## src/rtl/cla_pipe_adder_if.sv

```systemverilog
// Streaming operand/result bundle for cla_pipe_adder.
// The sub signal exists only when CLA_SUB_EN is defined.
interface cla_pipe_adder_if #(
   parameter int WIDTH = 16
);
   logic             in_valid;
   logic             in_ready;
   logic [WIDTH-1:0] a;
   logic [WIDTH-1:0] b;
   logic             cin;
`ifdef CLA_SUB_EN
   logic             sub;
`endif
   logic             out_valid;
   logic             out_ready;
   logic [WIDTH-1:0] sum;
   logic             cout;
   logic             ovf;

   modport master (
      output in_valid, a, b, cin,
`ifdef CLA_SUB_EN
      output sub,
`endif
      output out_ready,
      input  in_ready, out_valid, sum, cout, ovf
   );

   modport slave (
      input  in_valid, a, b, cin,
`ifdef CLA_SUB_EN
      input  sub,
`endif
      input  out_ready,
      output in_ready, out_valid, sum, cout, ovf
   );
endinterface

```

## src/rtl/cla_pipe_adder.sv

```systemverilog
// Pipelined carry-lookahead adder: one CHUNK-bit slice resolved per stage, carry
// registered between stages. Define CLA_SUB_EN to add the subtract (a - b - !cin) path.
module cla_pipe_adder #(
   parameter int WIDTH = 16,
   parameter int CHUNK = 4
) (
   input logic             clk,
   input logic             rst_n,
   cla_pipe_adder_if.slave bus
);
   localparam int STAGES = WIDTH / CHUNK;
   localparam int LAST   = STAGES - 1;

   generate
      if ((WIDTH % CHUNK) != 0) begin : g_bad_cfg
         $error("cla_pipe_adder: WIDTH (%0d) must be a multiple of CHUNK (%0d)", WIDTH, CHUNK);
      end
   endgenerate

   logic             adv;
   logic [WIDTH-1:0] b_eff;

   // Per-stage registers: the beat's operands, partial sum and carry out of the slice.
   logic [STAGES-1:0] vld_reg;
   logic [STAGES-1:0] c_reg;
   logic [WIDTH-1:0]  a_reg   [STAGES];
   logic [WIDTH-1:0]  b_reg   [STAGES];
   logic [WIDTH-1:0]  sum_reg [STAGES];

   logic [STAGES-1:0] v_in;
   logic [STAGES-1:0] c_in;
   logic [STAGES-1:0] c_next;
   logic [WIDTH-1:0]  a_in     [STAGES];
   logic [WIDTH-1:0]  b_in     [STAGES];
   logic [WIDTH-1:0]  s_in     [STAGES];
   logic [WIDTH-1:0]  sum_next [STAGES];

`ifdef CLA_SUB_EN
   assign b_eff = bus.sub ? ~bus.b : bus.b;
`else
   assign b_eff = bus.b;
`endif

   // One global stall: the whole pipe moves only when the output slot is free or draining.
   assign adv          = ~vld_reg[LAST] | bus.out_ready;
   assign bus.in_ready = adv;

   genvar gi;
   generate
      for (gi = 0; gi < STAGES; gi++) begin : g_stage
         logic [CHUNK-1:0] g;
         logic [CHUNK-1:0] p;
         logic [CHUNK:0]   cc;
         logic [WIDTH-1:0] s_loc;

         if (gi == 0) begin : g_head
            assign v_in[gi] = bus.in_valid;
            assign a_in[gi] = bus.a;
            assign b_in[gi] = b_eff;
            assign s_in[gi] = '0;
            assign c_in[gi] = bus.cin;
         end else begin : g_body
            assign v_in[gi] = vld_reg[gi-1];
            assign a_in[gi] = a_reg[gi-1];
            assign b_in[gi] = b_reg[gi-1];
            assign s_in[gi] = sum_reg[gi-1];
            assign c_in[gi] = c_reg[gi-1];
         end

         assign g = a_in[gi][gi*CHUNK +: CHUNK] & b_in[gi][gi*CHUNK +: CHUNK];
         assign p = a_in[gi][gi*CHUNK +: CHUNK] ^ b_in[gi][gi*CHUNK +: CHUNK];

         always_comb begin
            cc    = '0;
            cc[0] = c_in[gi];
            for (int i = 0; i < CHUNK; i++) begin
               cc[i+1] = g[i] | (p[i] & cc[i]);
            end
         end

         // Lower chunks already resolved upstream pass through untouched.
         always_comb begin
            s_loc                      = s_in[gi];
            s_loc[gi*CHUNK +: CHUNK]   = p ^ cc[CHUNK-1:0];
         end

         assign sum_next[gi] = s_loc;
         assign c_next[gi]   = cc[CHUNK];
      end
   endgenerate

   always_ff @(posedge clk or negedge rst_n) begin
      if (!rst_n) begin
         vld_reg <= '0;
         c_reg   <= '0;
         for (int k = 0; k < STAGES; k++) begin
            a_reg[k]   <= '0;
            b_reg[k]   <= '0;
            sum_reg[k] <= '0;
         end
      end else if (adv) begin
         vld_reg <= v_in;
         for (int k = 0; k < STAGES; k++) begin
            if (v_in[k]) begin
               a_reg[k]   <= a_in[k];
               b_reg[k]   <= b_in[k];
               sum_reg[k] <= sum_next[k];
               c_reg[k]   <= c_next[k];
            end
         end
      end
   end

   assign bus.out_valid = vld_reg[LAST];
   assign bus.sum       = sum_reg[LAST];
   assign bus.cout      = c_reg[LAST];
   // b_reg holds the (possibly inverted) operand, so this covers subtraction too.
   assign bus.ovf       = (a_reg[LAST][WIDTH-1] == b_reg[LAST][WIDTH-1]) &
                          (sum_reg[LAST][WIDTH-1] != a_reg[LAST][WIDTH-1]);
endmodule
```

## src/flat_wrapper.sv

```systemverilog
// flat-port wrapper written by rule: the top's interface ports become plain ports
module cla_pipe_adder_flat 
#(
   parameter int WIDTH = 16,
   parameter int CHUNK = 4
)
  (clk, rst_n, bus_in_valid, bus_a, bus_b, bus_cin, bus_out_ready, bus_in_ready, bus_out_valid, bus_sum, bus_cout, bus_ovf);
  cla_pipe_adder_if #(.WIDTH(WIDTH)) bus_i ();
  input logic clk;
  input logic rst_n;
  input wire logic [$bits(bus_i.in_valid)-1:0] bus_in_valid;
  input wire logic [$bits(bus_i.a)-1:0] bus_a;
  input wire logic [$bits(bus_i.b)-1:0] bus_b;
  input wire logic [$bits(bus_i.cin)-1:0] bus_cin;
  input wire logic [$bits(bus_i.out_ready)-1:0] bus_out_ready;
  output wire logic [$bits(bus_i.in_ready)-1:0] bus_in_ready;
  output wire logic [$bits(bus_i.out_valid)-1:0] bus_out_valid;
  output wire logic [$bits(bus_i.sum)-1:0] bus_sum;
  output wire logic [$bits(bus_i.cout)-1:0] bus_cout;
  output wire logic [$bits(bus_i.ovf)-1:0] bus_ovf;
  assign bus_i.in_valid = bus_in_valid;
  assign bus_i.a = bus_a;
  assign bus_i.b = bus_b;
  assign bus_i.cin = bus_cin;
  assign bus_i.out_ready = bus_out_ready;
  assign bus_in_ready = bus_i.in_ready;
  assign bus_out_valid = bus_i.out_valid;
  assign bus_sum = bus_i.sum;
  assign bus_cout = bus_i.cout;
  assign bus_ovf = bus_i.ovf;
  cla_pipe_adder #(.WIDTH(WIDTH), .CHUNK(CHUNK)) u_core (.clk(clk), .rst_n(rst_n), .bus(bus_i));
endmodule
```

## config.mk

```make
export PLATFORM = sky130hd
export DESIGN_NAME = cla_pipe_adder_flat
export DESIGN_NICKNAME = d
export VERILOG_FILES = /design/src/rtl/cla_pipe_adder_if.sv /design/src/rtl/cla_pipe_adder.sv /design/src/flat_wrapper.sv
export SDC_FILE = /design/constraint.sdc
export NUM_CORES = 1
export LEC_CHECK = 0
export BUFFER_PORTS_ARGS = -buffer_cell sky130_fd_sc_hd__buf_2
export CAP_MARGIN = 10
export CORE_UTILIZATION = 53
export CTS_CLUSTER_SIZE = 16
export DETAILED_ROUTE_END_ITERATION = 12
export GPL_ROUTABILITY_DRIVEN = 0
export PLACE_DENSITY = 0.74
export REMOVE_ABC_BUFFERS = 1
export SLEW_MARGIN = 20
export SYNTH_ARGS = -nofsm -noshare
export SYNTH_HDL_FRONTEND = slang
export SYNTH_SLANG_ARGS = --single-unit
```

## constraint.sdc

```tcl
create_clock -name clk -period 2.7 [get_ports clk]
set_input_delay 0.54 -clock clk [delete_from_list [all_inputs] [get_ports clk]]
set_output_delay 0.54 -clock clk [all_outputs]
set_load 0.05 [all_outputs]
```

==> impl_results.md <==
- Setup violations, final: 0
- Met2 WL: 3130 µm
- Syn avg cell area: 16.5 µm²
- Post-synth EDFFs: 0
- Clk sinks: 98
- Max layer used: met4
- Overall Power: 6.21 mW
- RSZ-0062 raised after global routing: false
- Vias: 2109
- Top cell type's share of synthesized area: 0.551
- Placeable core region: 0.00818 mm²
- Met1 WL: 2820 µm
- Largest net degree at the start of global routing: 65
- CP startpoint kind: flip-flop
- Clock share of power: 0.148
- Max-slew violation count: 0
- #FFs+latches synth: 98
- Setup Skew: 0.00707 ns
- Worst-margin pin slew: 0.574 ns
- Crit path largest cell delay: 0.46 ns
- CTS tree: done
- Tcrit/Tclk final: 0.835
- Final instance area: 0.00495 mm²
- Netlist cell types: 15
- CP delay by family, top: adder cells
- Post-synth top area cell: dfrtp_1
- RR Endpoint: u_core.g_stage[2].s_loc[7]
- Maximum clock rate: 0.443 GHz
- Die ar.: 0.00877 mm²
- Final ANT Viol Nets: 0
- TritonCTS Buffers: 9
- Minimum clock period: 2.26 ns
- CP cell instances: inv_1 -> fa_1 -> inv_1 -> fa_1 -> fa_1 -> inv_1 -> fa_1 -> mux2i_1
- CTS clk-pin slew, worst paths: 0.09 ns
- Mapped Area: 0.00445 mm²
- Total Wirelength: 6330 µm
- Worst skew pair latency: 0.35 ns
- Top cells by area, synth: dfrtp_1 (55%), mux2_4 (22%), fa_1 (7.2%)
- Yosys warns: 0
- Most numerous cell in the Yosys netlist: dfrtp_1
- Max Root-Sink Buffers: 2
- Hold_buf cts: 0
- Hold WS: 0.135 ns
- Ports: 57
- Crit path buf inv count: 3
- Die height: 93.7 µm
- Crit Path Class: reg -> reg
- TNS Setup: 0 ns
- Switching power of the nets: 2.24 mW
- Rel. slew slack: 0.617
- Iter 0 DRT Violations: 97
- Antenna cells: 0
- Vias in the first global route: 2246
- CP startpoint: u_core.b_in[36]
- Initial antenna violation count: 0
- CP arrival: 2.53 ns
- FF-to-FF path depth: 8
- Setup repair bufs after CTS: 0
- Seq/Total Area, Yosys: 0.551
- First-pass GRT wire length: 10900 µm
- Dpl cell area: 0.00475 mm²
- Sequential share of power: 0.410
- R2r setup slk: 0.44 ns
- GRT overflow: 0
- CP max stage cell: fa_1
- IO Port Bufs: 56
- Synth top cells by count: dfrtp_1 (98), mux2_4 (65), inv_1 (40), mux2_2 (17), fa_1 (16)
- Metal3 WL: 318 µm
- Die width: 93.7 µm
- Int Pwr: 3.97 mW
- CP Data Required Time: 2.97 ns
- LEAKAGE: 2.57 nW
- Initial Utilization: 0.545
- Switching share of total power: 0.361
- Post-placement setup slack: 0.341 ns
- Drt pass-1 iters: 4
- NumNets Final: 381
- Final hold vios: 0
- Row cnt: 33
- Post-Syn Instances: 269
- Cell Count Post-Placement: 422
- Wire length per cell: 14.5 µm
- Final core occ: 0.605
- Logic pwr share: 0.442
- Hold Path Class: in -> async
- Outcome: finished clean
- Worst path most repeated cell: fa_1
- Fraction of layout instances using a drive strength above 1: 0.479
- FFs w/ async S/R, synth: 1.00
- Max-cap violations: 0
- Area grow syn2layout: 11.1%
- Clock root cell: clkbuf_8
- PD cells: 1260 mW/mm²
- Vias/cell: 4.83
- H-tree levels: 3
- Crit. End Element: flip-flop
- Maximum VDD drop: 0.500 mV
- Tot GR Track Use: 0.164
- RR Startpoint: u_core.b_in[36]
- Number of remaining DRC errors: 0
- Non-Filler Instances: 437
- Setup ws final: 0.444 ns
- Post-DP HPWL: 4180 µm
- Ys flop type: dfrtp_1
- CP max FO: 2
- Cts repair resizes: 0
area by class of cell:
| class | instances | area, µm² |
|---|---|---|
| Fill cell | 649 | 3230 |
| Sequential cell | 98 | 2450 |
| Multi-Input combinational cell | 122 | 1720 |
| Timing Repair Buffer | 57 | 303 |
| Inverter | 40 | 150 |
| Clock buffer | 10 | 138 |
| Tap cell | 105 | 131 |
| Clock inverter | 5 | 55.1 |
worst max path at each step:
stage / endpoint / depth (start not counted)
floorplan: bus_ovf / 1
global placement: u_core.g_stage[1].s_loc[3] / 9
detailed placement: u_core.g_stage[1].s_loc[3] / 9
CTS: u_core.bus.sum[15] / 8
global route: u_core.g_stage[3].s_loc[11] / 8
finish: u_core.g_stage[2].s_loc[7] / 8
layer usage:
layer  global-route usage  vias to the layer above
met1                0.217                     1072
met4               0.0500                        0
met5                    0                        -
li1                     -                      989
met3               0.0542                        8
met2                0.259                       40
cells in the final DEF (no fill, tap or decap):
| master | netlist | routed |
|---|---|---|
| buf_12 | 3 | 1 |
| buf_2 | 0 | 55 |
| buf_4 | 0 | 1 |
| bufinv_16 | 0 | 1 |
| clkbuf_8 | 0 | 10 |
| clkinv_2 | 0 | 2 |
| clkinvlp_4 | 0 | 2 |
| dfrtp_1 | 98 | 98 |
| fa_1 | 16 | 16 |
| inv_1 | 40 | 40 |
| mux2_2 | 17 | 17 |
| mux2_4 | 65 | 65 |
| mux2i_1 | 12 | 12 |
| nand2_1 | 2 | 2 |
| nand2_4 | 2 | 2 |
| nand2_8 | 2 | 2 |
| nand2b_4 | 1 | 1 |
| o21ai_0 | 4 | 4 |
| or3_1 | 1 | 1 |
cells by family after synthesis:
group	Yosys count	synth area share
mux	94	0.289
fa+ha+maj	16	0.0720
compound gates	4	0.00450
buf+inv	49	0.0632
simple gates	8	0.0202
flops	98	0.551
power groups by stage:
stage	Combinational [mW]	Clock, mW	Sequential (mW)
floorplan	1.81	0	2.96
global placement	2.71	0	2.55
detailed placement	2.80	0	2.58
CTS	2.80	0.952	2.56
global route	3.04	1.01	2.64
finish	2.75	0.918	2.55
No activity file was read; power rests on OpenSTA's default activity.
